**config.mk**
```make
export PLATFORM = sky130hd
export DESIGN_NAME = lfsr_count_decoder
export DESIGN_NICKNAME = d
export VERILOG_FILES = /design/src/rtl/lfsr_pkg.sv /design/src/rtl/lfsr_replica.sv /design/src/rtl/lfsr_count_decoder.sv
export SDC_FILE = /design/constraint.sdc
export NUM_CORES = 1
export LEC_CHECK = 0
export CORE_UTILIZATION = 45
export CTS_CLUSTER_DIAMETER = 80
export DETAILED_ROUTE_END_ITERATION = 6
export PLACE_DENSITY = 0.68
export SLEW_MARGIN = 0
export SYNTH_ARGS = -nofsm -noshare
export SYNTH_HDL_FRONTEND = slang
export SYNTH_HIERARCHICAL = 1
export SYNTH_SLANG_ARGS = --single-unit
```
**constraint.sdc**
```tcl
create_clock -name Clk -period 3.1 [get_ports Clk]
set_input_delay 0.62 -clock Clk [delete_from_list [all_inputs] [get_ports Clk]]
set_output_delay 0.62 -clock Clk [all_outputs]
set_load 0.03 [all_outputs]
```
**src/rtl/lfsr_pkg.sv**
```systemverilog
// Shared definitions for the 6-bit state-extension LFSR counter and its decoder:
// widths, seed, extension code, FSM states, and the step and Q-to-Q_Out reorder
// functions used by both the counter side and the decoder.
package lfsr_pkg;

    localparam int               WIDTH     = 6;
    localparam logic [WIDTH-1:0] SEED      = 6'b111111;  // replica state at index 0, Q[5:0] order
    localparam logic [WIDTH-1:0] EXT_CODE  = 6'b000000;  // extension state, unreachable by the LFSR
    localparam logic [WIDTH-1:0] LAST_STEP = 6'd62;      // last reachable index
    localparam logic [WIDTH-1:0] EXT_INDEX = 6'd63;      // index reported for EXT_CODE

    typedef enum logic [1:0] {
        ST_IDLE   = 2'd0,
        ST_SEARCH = 2'd1,
        ST_DONE   = 2'd2
    } state_t;

    // One LFSR step (x^6+x^5+1): Q0<=Q5, Qi<=Q(i-1), Q5<=Q4^Q5.
    function automatic logic [WIDTH-1:0] lfsr_step(input logic [WIDTH-1:0] q);
        return {q[4] ^ q[5], q[3:0], q[5]};
    endfunction

    // Reorder Q[5:0] into the counter's Q_Out order {Q4,Q3,Q2,Q1,Q0,Q5}.
    function automatic logic [WIDTH-1:0] q_to_qout(input logic [WIDTH-1:0] q);
        return {q[4:0], q[5]};
    endfunction

endpackage

```
**src/rtl/lfsr_replica.sv**
```systemverilog
// Replica of the counter's LFSR: same feedback, with synchronous reset, load of
// SEED and a step enable. State is held in Q[5:0] order.
module lfsr_replica
    import lfsr_pkg::*;
(
    input  logic             Clk,
    input  logic             Rst,
    input  logic             i_load,
    input  logic             i_en,
    output logic [WIDTH-1:0] o_q
);

    logic [WIDTH-1:0] r_q;

    // Load takes priority over stepping so every search starts cleanly at SEED.
    always_ff @(posedge Clk) begin
        if (Rst) begin
            r_q <= SEED;
        end else if (i_load) begin
            r_q <= SEED;
        end else if (i_en) begin
            r_q <= lfsr_step(r_q);
        end
    end

    assign o_q = r_q;

endmodule

```
**src/rtl/lfsr_count_decoder.sv**
```systemverilog
// Decodes a latched LFSR counter code into its binary index 0..63 by stepping a
// replica LFSR from SEED and comparing once per cycle. One decode in flight,
// valid/ready handshakes on input and output.
module lfsr_count_decoder
    import lfsr_pkg::*;
(
    input  logic             Clk,
    input  logic             Rst,
    input  logic             In_Valid,
    output logic             In_Ready,
    input  logic [WIDTH-1:0] Code,
    output logic             Out_Valid,
    input  logic             Out_Ready,
    output logic [WIDTH-1:0] Count,
    output logic             Err
);

    state_t           r_state;
    logic [WIDTH-1:0] r_code;
    logic [WIDTH-1:0] r_step;
    logic [WIDTH-1:0] r_count;
    logic             r_err;

    logic             w_accept;
    logic             w_match;
    logic             w_step_en;
    logic [WIDTH-1:0] w_q;
    logic [WIDTH-1:0] w_qout;
    logic [WIDTH-1:0] w_bit_eq;

    assign In_Ready  = (r_state == ST_IDLE);
    assign Out_Valid = (r_state == ST_DONE);
    assign Count     = r_count;
    assign Err       = r_err;

    assign w_accept  = In_Valid && In_Ready;
    // Advance only while searching and neither matched nor at the final index.
    assign w_step_en = (r_state == ST_SEARCH) && !w_match && (r_step != LAST_STEP);

    lfsr_replica u_replica (
        .Clk    (Clk),
        .Rst    (Rst),
        .i_load (w_accept),
        .i_en   (w_step_en),
        .o_q    (w_q)
    );

    // Compare in Q_Out order, bit by bit, against the latched code.
    assign w_qout = q_to_qout(w_q);

    genvar gi;
    generate
        for (gi = 0; gi < WIDTH; gi++) begin : g_cmp
            assign w_bit_eq[gi] = ~(r_code[gi] ^ w_qout[gi]);
        end
    endgenerate

    assign w_match = &w_bit_eq;

    // Control FSM with code latch, step counter and result registers.
    always_ff @(posedge Clk) begin
        if (Rst) begin
            r_state <= ST_IDLE;
            r_code  <= '0;
            r_step  <= '0;
            r_count <= '0;
            r_err   <= 1'b0;
        end else begin
            case (r_state)
                ST_IDLE: begin
                    if (w_accept) begin
                        r_code <= Code;
                        if (Code == EXT_CODE) begin
                            // The extension state is never produced by the LFSR; answer directly.
                            r_count <= EXT_INDEX;
                            r_err   <= 1'b0;
                            r_state <= ST_DONE;
                        end else begin
                            r_step  <= '0;
                            r_state <= ST_SEARCH;
                        end
                    end
                end
                ST_SEARCH: begin
                    if (w_match) begin
                        r_count <= r_step;
                        r_state <= ST_DONE;
                    end else if (r_step == LAST_STEP) begin
                        // Full period walked with no hit: flag it rather than wrap.
                        r_count <= '1;
                        r_err   <= 1'b1;
                        r_state <= ST_DONE;
                    end else begin
                        r_step <= r_step + 6'd1;
                    end
                end
                ST_DONE: begin
                    if (Out_Ready) begin
                        r_err   <= 1'b0;
                        r_state <= ST_IDLE;
                    end
                end
                default: begin
                    r_state <= ST_IDLE;
                end
            endcase
        end
    end

endmodule

```
=== Word level (Yosys, flattened, before mapping) ===
Cells that the tools add are included.

* Register bits: 27
* Bits in latches: 0
* Memory bits (writable): 0
* Bits in read-only memories: 0
* Bits of input ports: 10
* Output and inout bits: 9
* Word-level logic and storage cells: 69
* Memories kept: 0

* Add/sub/neg operators: 1
* $mul: 0
* Div/mod/pow operators: 0
* Magnitude comparators: 0
* Equality and inequality tests: 12
* Shift operators: 0
* Muxes and demuxes: 22
* Bitwise logic cells: 13
* Reductions and logical operators: 15

{| class="wikitable"
|+ Operators with widths
! operator !! number
|-
| two-way mux 6 bit || 8
|-
| case mux 6 bit (2 select lines) || 2
|-
| AND reduction 6 bit || 2
|-
| two-way mux 2 bit || 5
|-
| != test 2 x 1 -> 1 bit (second input constant) || 4
|-
| XOR 1 bit || 7
|-
| adder 6 x 1 -> 6 bit (second input constant) || 1
|-
| == test 6 bit (second input constant) || 1
|-
| zero test 6 bit || 1
|-
| != test 2 bit (second input constant) || 3
|-
| != test 6 bit (second input constant) || 1
|-
| inverter 1 bit || 6
|-
| case mux 2 bit (3 select lines) || 1
|-
| two-way mux 1 bit || 5
|-
| AND reduction 5 bit || 1
|-
| AND reduction 4 bit || 1
|-
| logical AND 1 bit || 3
|-
| != test 3 x 2 -> 1 bit (second input constant) || 1
|-
| case mux 1 bit (3 select lines) || 1
|-
| AND reduction 3 bit || 1
|-
| nonzero test 3 bit || 1
|-
| == test 2 x 1 -> 1 bit (second input constant) || 1
|-
| == test 2 bit (second input constant) || 1
|-
| zero test 2 bit || 1
|-
| other kinds (4) || 4
|}

=== Depth between registers and ports, before layout ===
* Word-level depth: 6
* Depth in mapped cells: 8
* Depth with buffers taken out: 7

=== By module ===
The synthesis kept the hierarchy.

{| class="wikitable"
|+ Modules (own cells, without submodules)
! module !! instances !! cells an instance !! area an instance (um2) !! seq. area each (um2)
|-
| lfsr_count_decoder || 1 || 111 || 1013.5 || 420.4
|-
| lfsr_replica || 1 || 21 || 229.0 || 120.1
|}

=== Least setup slack after synthesis ===
Ideal clock, no wire load.

* Path type: reg-to-reg
* Start point: reg r_state[1]
* End point: reg r_step[3]
* Library setup time: 0.138 ns
* Arrival: 1.611 ns
* Data required time: 2.962 ns
* Setup slack: 1.351 ns
* Stages on the path, launching flop included: 7
* Buffers on the path: 1
* Clock period less this slack: 1.749 ns
* Path through: dfxtp_1 -> nor2_1 -> and2_1 -> buf_2 -> nand2_1 -> nand4_1 -> a41oi_1

* Cells in the longest elaborated chain, start to end: 4
* Elaborated cells on any way between the ends: 10
* Classes of those cells: eq/ne: 5; mux: 1; reduce/logical: 4

{| class="wikitable"
|+ RTL lines
! what !! line !! text
|-
| start, declared || lfsr_count_decoder.sv:18 || <nowiki>state_t r_state;</nowiki>
|-
| start signal, assigned || lfsr_count_decoder.sv:63 || <nowiki>r_state <= ST_IDLE;</nowiki>
|-
| start signal, assigned || lfsr_count_decoder.sv:77 || <nowiki>r_state <= ST_DONE;</nowiki>
|-
| start signal, assigned || lfsr_count_decoder.sv:80 || <nowiki>r_state <= ST_SEARCH;</nowiki>
|-
| zero test 2 bit || lfsr_count_decoder.sv:31 || <nowiki>assign In_Ready = (r_state == ST_IDLE);</nowiki>
|-
| net In_Ready || lfsr_count_decoder.sv:10 || <nowiki>output logic In_Ready,</nowiki>
|-
| logical AND 1 bit || lfsr_count_decoder.sv:36 || <nowiki>assign w_accept = In_Valid && In_Ready;</nowiki>
|-
| net w_accept || lfsr_count_decoder.sv:24 || <nowiki>logic w_accept;</nowiki>
|-
| != test 2 x 1 -> 1 bit (no source line) || -- ||
|-
| AND reduction 5 bit (no source line) || -- ||
|-
| end signal, assigned || lfsr_count_decoder.sv:94 || <nowiki>r_step <= r_step + 6'd1;</nowiki>
|-
| end, declared || lfsr_count_decoder.sv:20 || <nowiki>logic [WIDTH-1:0] r_step;</nowiki>
|}

The timed path passes the listed nets, and every way through them passes these cells.
A chain may end at the register's enable or synchronous reset.

=== Final worst setup path ===
* Start point: reg r_state[1]
* End point: out Out_Valid

* Cells in the longest elaborated chain, start to end: 1

{| class="wikitable"
|+ RTL lines
! what !! line !! text
|-
| == test 2 bit || lfsr_count_decoder.sv:32 || <nowiki>assign Out_Valid = (r_state == ST_DONE);</nowiki>
|-
| end, declared || lfsr_count_decoder.sv:12 || <nowiki>output logic Out_Valid,</nowiki>
|}

No other way between the ends.

==> qor.txt <==
DRC Markers - 0
Num ports - 19
Sink Count - 27
CTS tree - yes
CP Data Required Time - 2480 ps
Final period util - 76.69%
Cells on Worst Hold Path - 2
RSZ-0062 raised after global routing - false
R2R depth - 7
M3 GR Usage - 2.500%
Post-synthesis sequential area ratio - 43.50%
Final Max Slew Viols - 0
Final antenna-violating net count - 0
Status - complete, no violations
CTS resizes - 0
Clock latency on the worst-skew pair - 340 ps
Max Fanout on Critical Path - 7
Syn. warnings - 6
Starting Density - 48.82%
Core area - 0.002545 sq mm
Antenna cell count - 0
Syn_area_per_cell - 9.412 sq um
H-tree depth - 1
Cell count after synthesis - 132
Seq cells post-synth - 27
CTS clk-pin slew, worst paths - 150 ps
Die H - 54.55 um
Most frequent cells in the layout - dfxtp_1, clkdlybuf4s50_1, nor2_1
Final min period - 2377 ps
Drt via density - 5.654
First-pass GRT wire length - 4098 um
Static leakage - 0.5215 nW
CTS Hold Buffers Added - 0
Final WL - 2544 um
Crit. End Element - output port
Antenna violations before repair - 0
# fillers - 232
Via count - 1,012
Synthesized cell area - 0.001242 sq mm
Clk buf depth - 2
Num CTS Buffers - 3
DP HPWL - 1906 um
IO Port Bufs - 18
Type of origin of the critical path - flip-flop
Total GRT Usage - 19.49%
Multi-input gate area - 651.9 sq um
Setup slack at placement - 852.9 ps
Total power - 0.7744 mW
Final GP Congestion - 0.8870
First-pass DRT Iterations - 4
Nets - 162
Clk_skew - 9.864 ps
WL per Instance - 14.21 um
Dominant cell type by area after synthesis - dfxtp_1
DIE AREA - 0.002975 sq mm
Largest net degree at the start of global routing - 18
Max_cap viols - 0
1st-iter DRT viols - 35
Area grow syn2layout - 17.12%
EDFF count, synth - 0
Power per cell area - 532.2 mW/mm^2
Top-area cell type share of the netlist area - 43.50%
VDD IR-drop max - 284.3 uV
Die width - 54.55 um
Register area - 540.5 sq um
Gr ovfl total - 0
Root Driver - clkbuf_4
Synth Net Count - 144
# rows - 18
Setup tns final - 0 ps
Final number of setup-violating endpoints - 0
Vias in the first global route - 912
Post-synth ARST share - 0%
Final Hold Fails - 0
M2 GR Usage - 33.13%
Post-synth cell types - 32
Commonest non-fill, non-tap cell in the layout - dfxtp_1
Worst hold path type - reg2reg
Post-CTS setup buffer count - 0
GRT met1 Usage - 24.54%
Ys flop type - dfxtp_1
Critical Path AT - 1760 ps
CP Class - reg2out
Most area-consuming cells after synthesis - dfxtp_1, mux2i_1, o221a_2
Layout cell share with drive strength beyond 1 - 9.396%
GR peak layer - met2
Fmax - 420.6 MHz
Slew HR - 57.14%
Setup ws final - 722.7 ps
Slew at the pin closest to its max-slew limit - 640.9 ps
-- path summary, 6_finish.rpt --
kind	start	end	slack, ps
worst max-delay path	r_state[1]$_SDFFE_PP0P_	Out_Valid	720
worst min register to register	r_code[4]$_SDFFE_PP0P_	r_code[4]$_SDFFE_PP0P_	540
worst max register to register	r_step[0]$_SDFFE_PP0P_	Count[3]$_SDFFE_PP0P_	860
worst min-delay path	r_code[4]$_SDFFE_PP0P_	r_code[4]$_SDFFE_PP0P_	540
-- area by class of cell --
cell class                 instances  area share, %
multi-input combinational         96          44.80
sequential                        27          37.15
timing repair buffer              18          12.38
tap                               30          2.580
clock buffer                       3          1.548
inverter                           4          1.032
clock inverter                     1         0.5159
-- per-layer routing --
| metal | vias to the layer above | share of wire, % |
|---|---|---|
| met2 | 31 | 49 |
| li1 | 515 | - |
| met5 | - | 0 |
| met3 | 2 | 4.0 |
| met1 | 464 | 46 |
| met4 | 0 | 0.39 |
-- sequential cells by signal, summed over array words and instances, names as in the netlist --
| name | flops |
|---|---|
| r_step | 6 |
| r_state | 2 |
| r_code | 6 |
| u_replica/o_q | 6 |
| Err | 1 |
| Count | 6 |
-- cell families (layout without fill, tap and decap cells) --
family,Yosys count,count (layout),share of synthesized area [%]
AO/OA/AOI/OAI,23,23,14.40
AND/OR/NAND/NOR,54,54,22.96
buffers and inverters,9,26,4.027
flip-flops,27,27,43.50
adder cells (fa/ha/maj),2,2,2.014
XOR/XNOR,6,6,4.230
multiplexers,11,11,8.862
-- cell usage after synthesis, types with 2 or more instances --
| cell type | instances |
|---|---|
| a31oi_1 | 4 |
| a21oi_1 | 6 |
| inv_1 | 4 |
| a41oi_1 | 2 |
| buf_6 | 2 |
| and3_1 | 2 |
| nor2_1 | 15 |
| mux2i_1 | 11 |
| xor2_1 | 6 |
| nand3b_1 | 2 |
| nor3_1 | 4 |
| nand3_1 | 11 |
| dfxtp_1 | 27 |
| ha_1 | 2 |
| nand2_1 | 8 |
| or3_1 | 4 |
| nand4_1 | 2 |
| o221a_2 | 6 |
-- through the flow --
step	cells	hold slack [ps]	area, sq um	util [%]
floorplan	132	480.7	1242	-
global placement	175	503.1	1425	56.00
detailed placement	175	511.3	1425	56.00
CTS	179	544.8	1455	57.18
global route	179	570.4	1455	57.18
finish	179	536.6	1455	57.18
-- critical path, stage by stage (launching register included) --
cell             delay [ps]
dfxtp_1                 510
inv_1                   130
nor2_1                  120
clkdlybuf4s50_1         670
-- report_power, final --
group / switching [mW] / internal [mW] / leakage [nW] / total [mW]
clock network: 0.111 / 0.0494 / 0.0139 / 0.160
registers: 0.0273 / 0.376 / 0.220 / 0.403
logic: 0.118 / 0.0932 / 0.287 / 0.211
total: 0.256 / 0.518 / 0.521 / 0.774
Note: power is estimated with default switching activity, not from simulation.
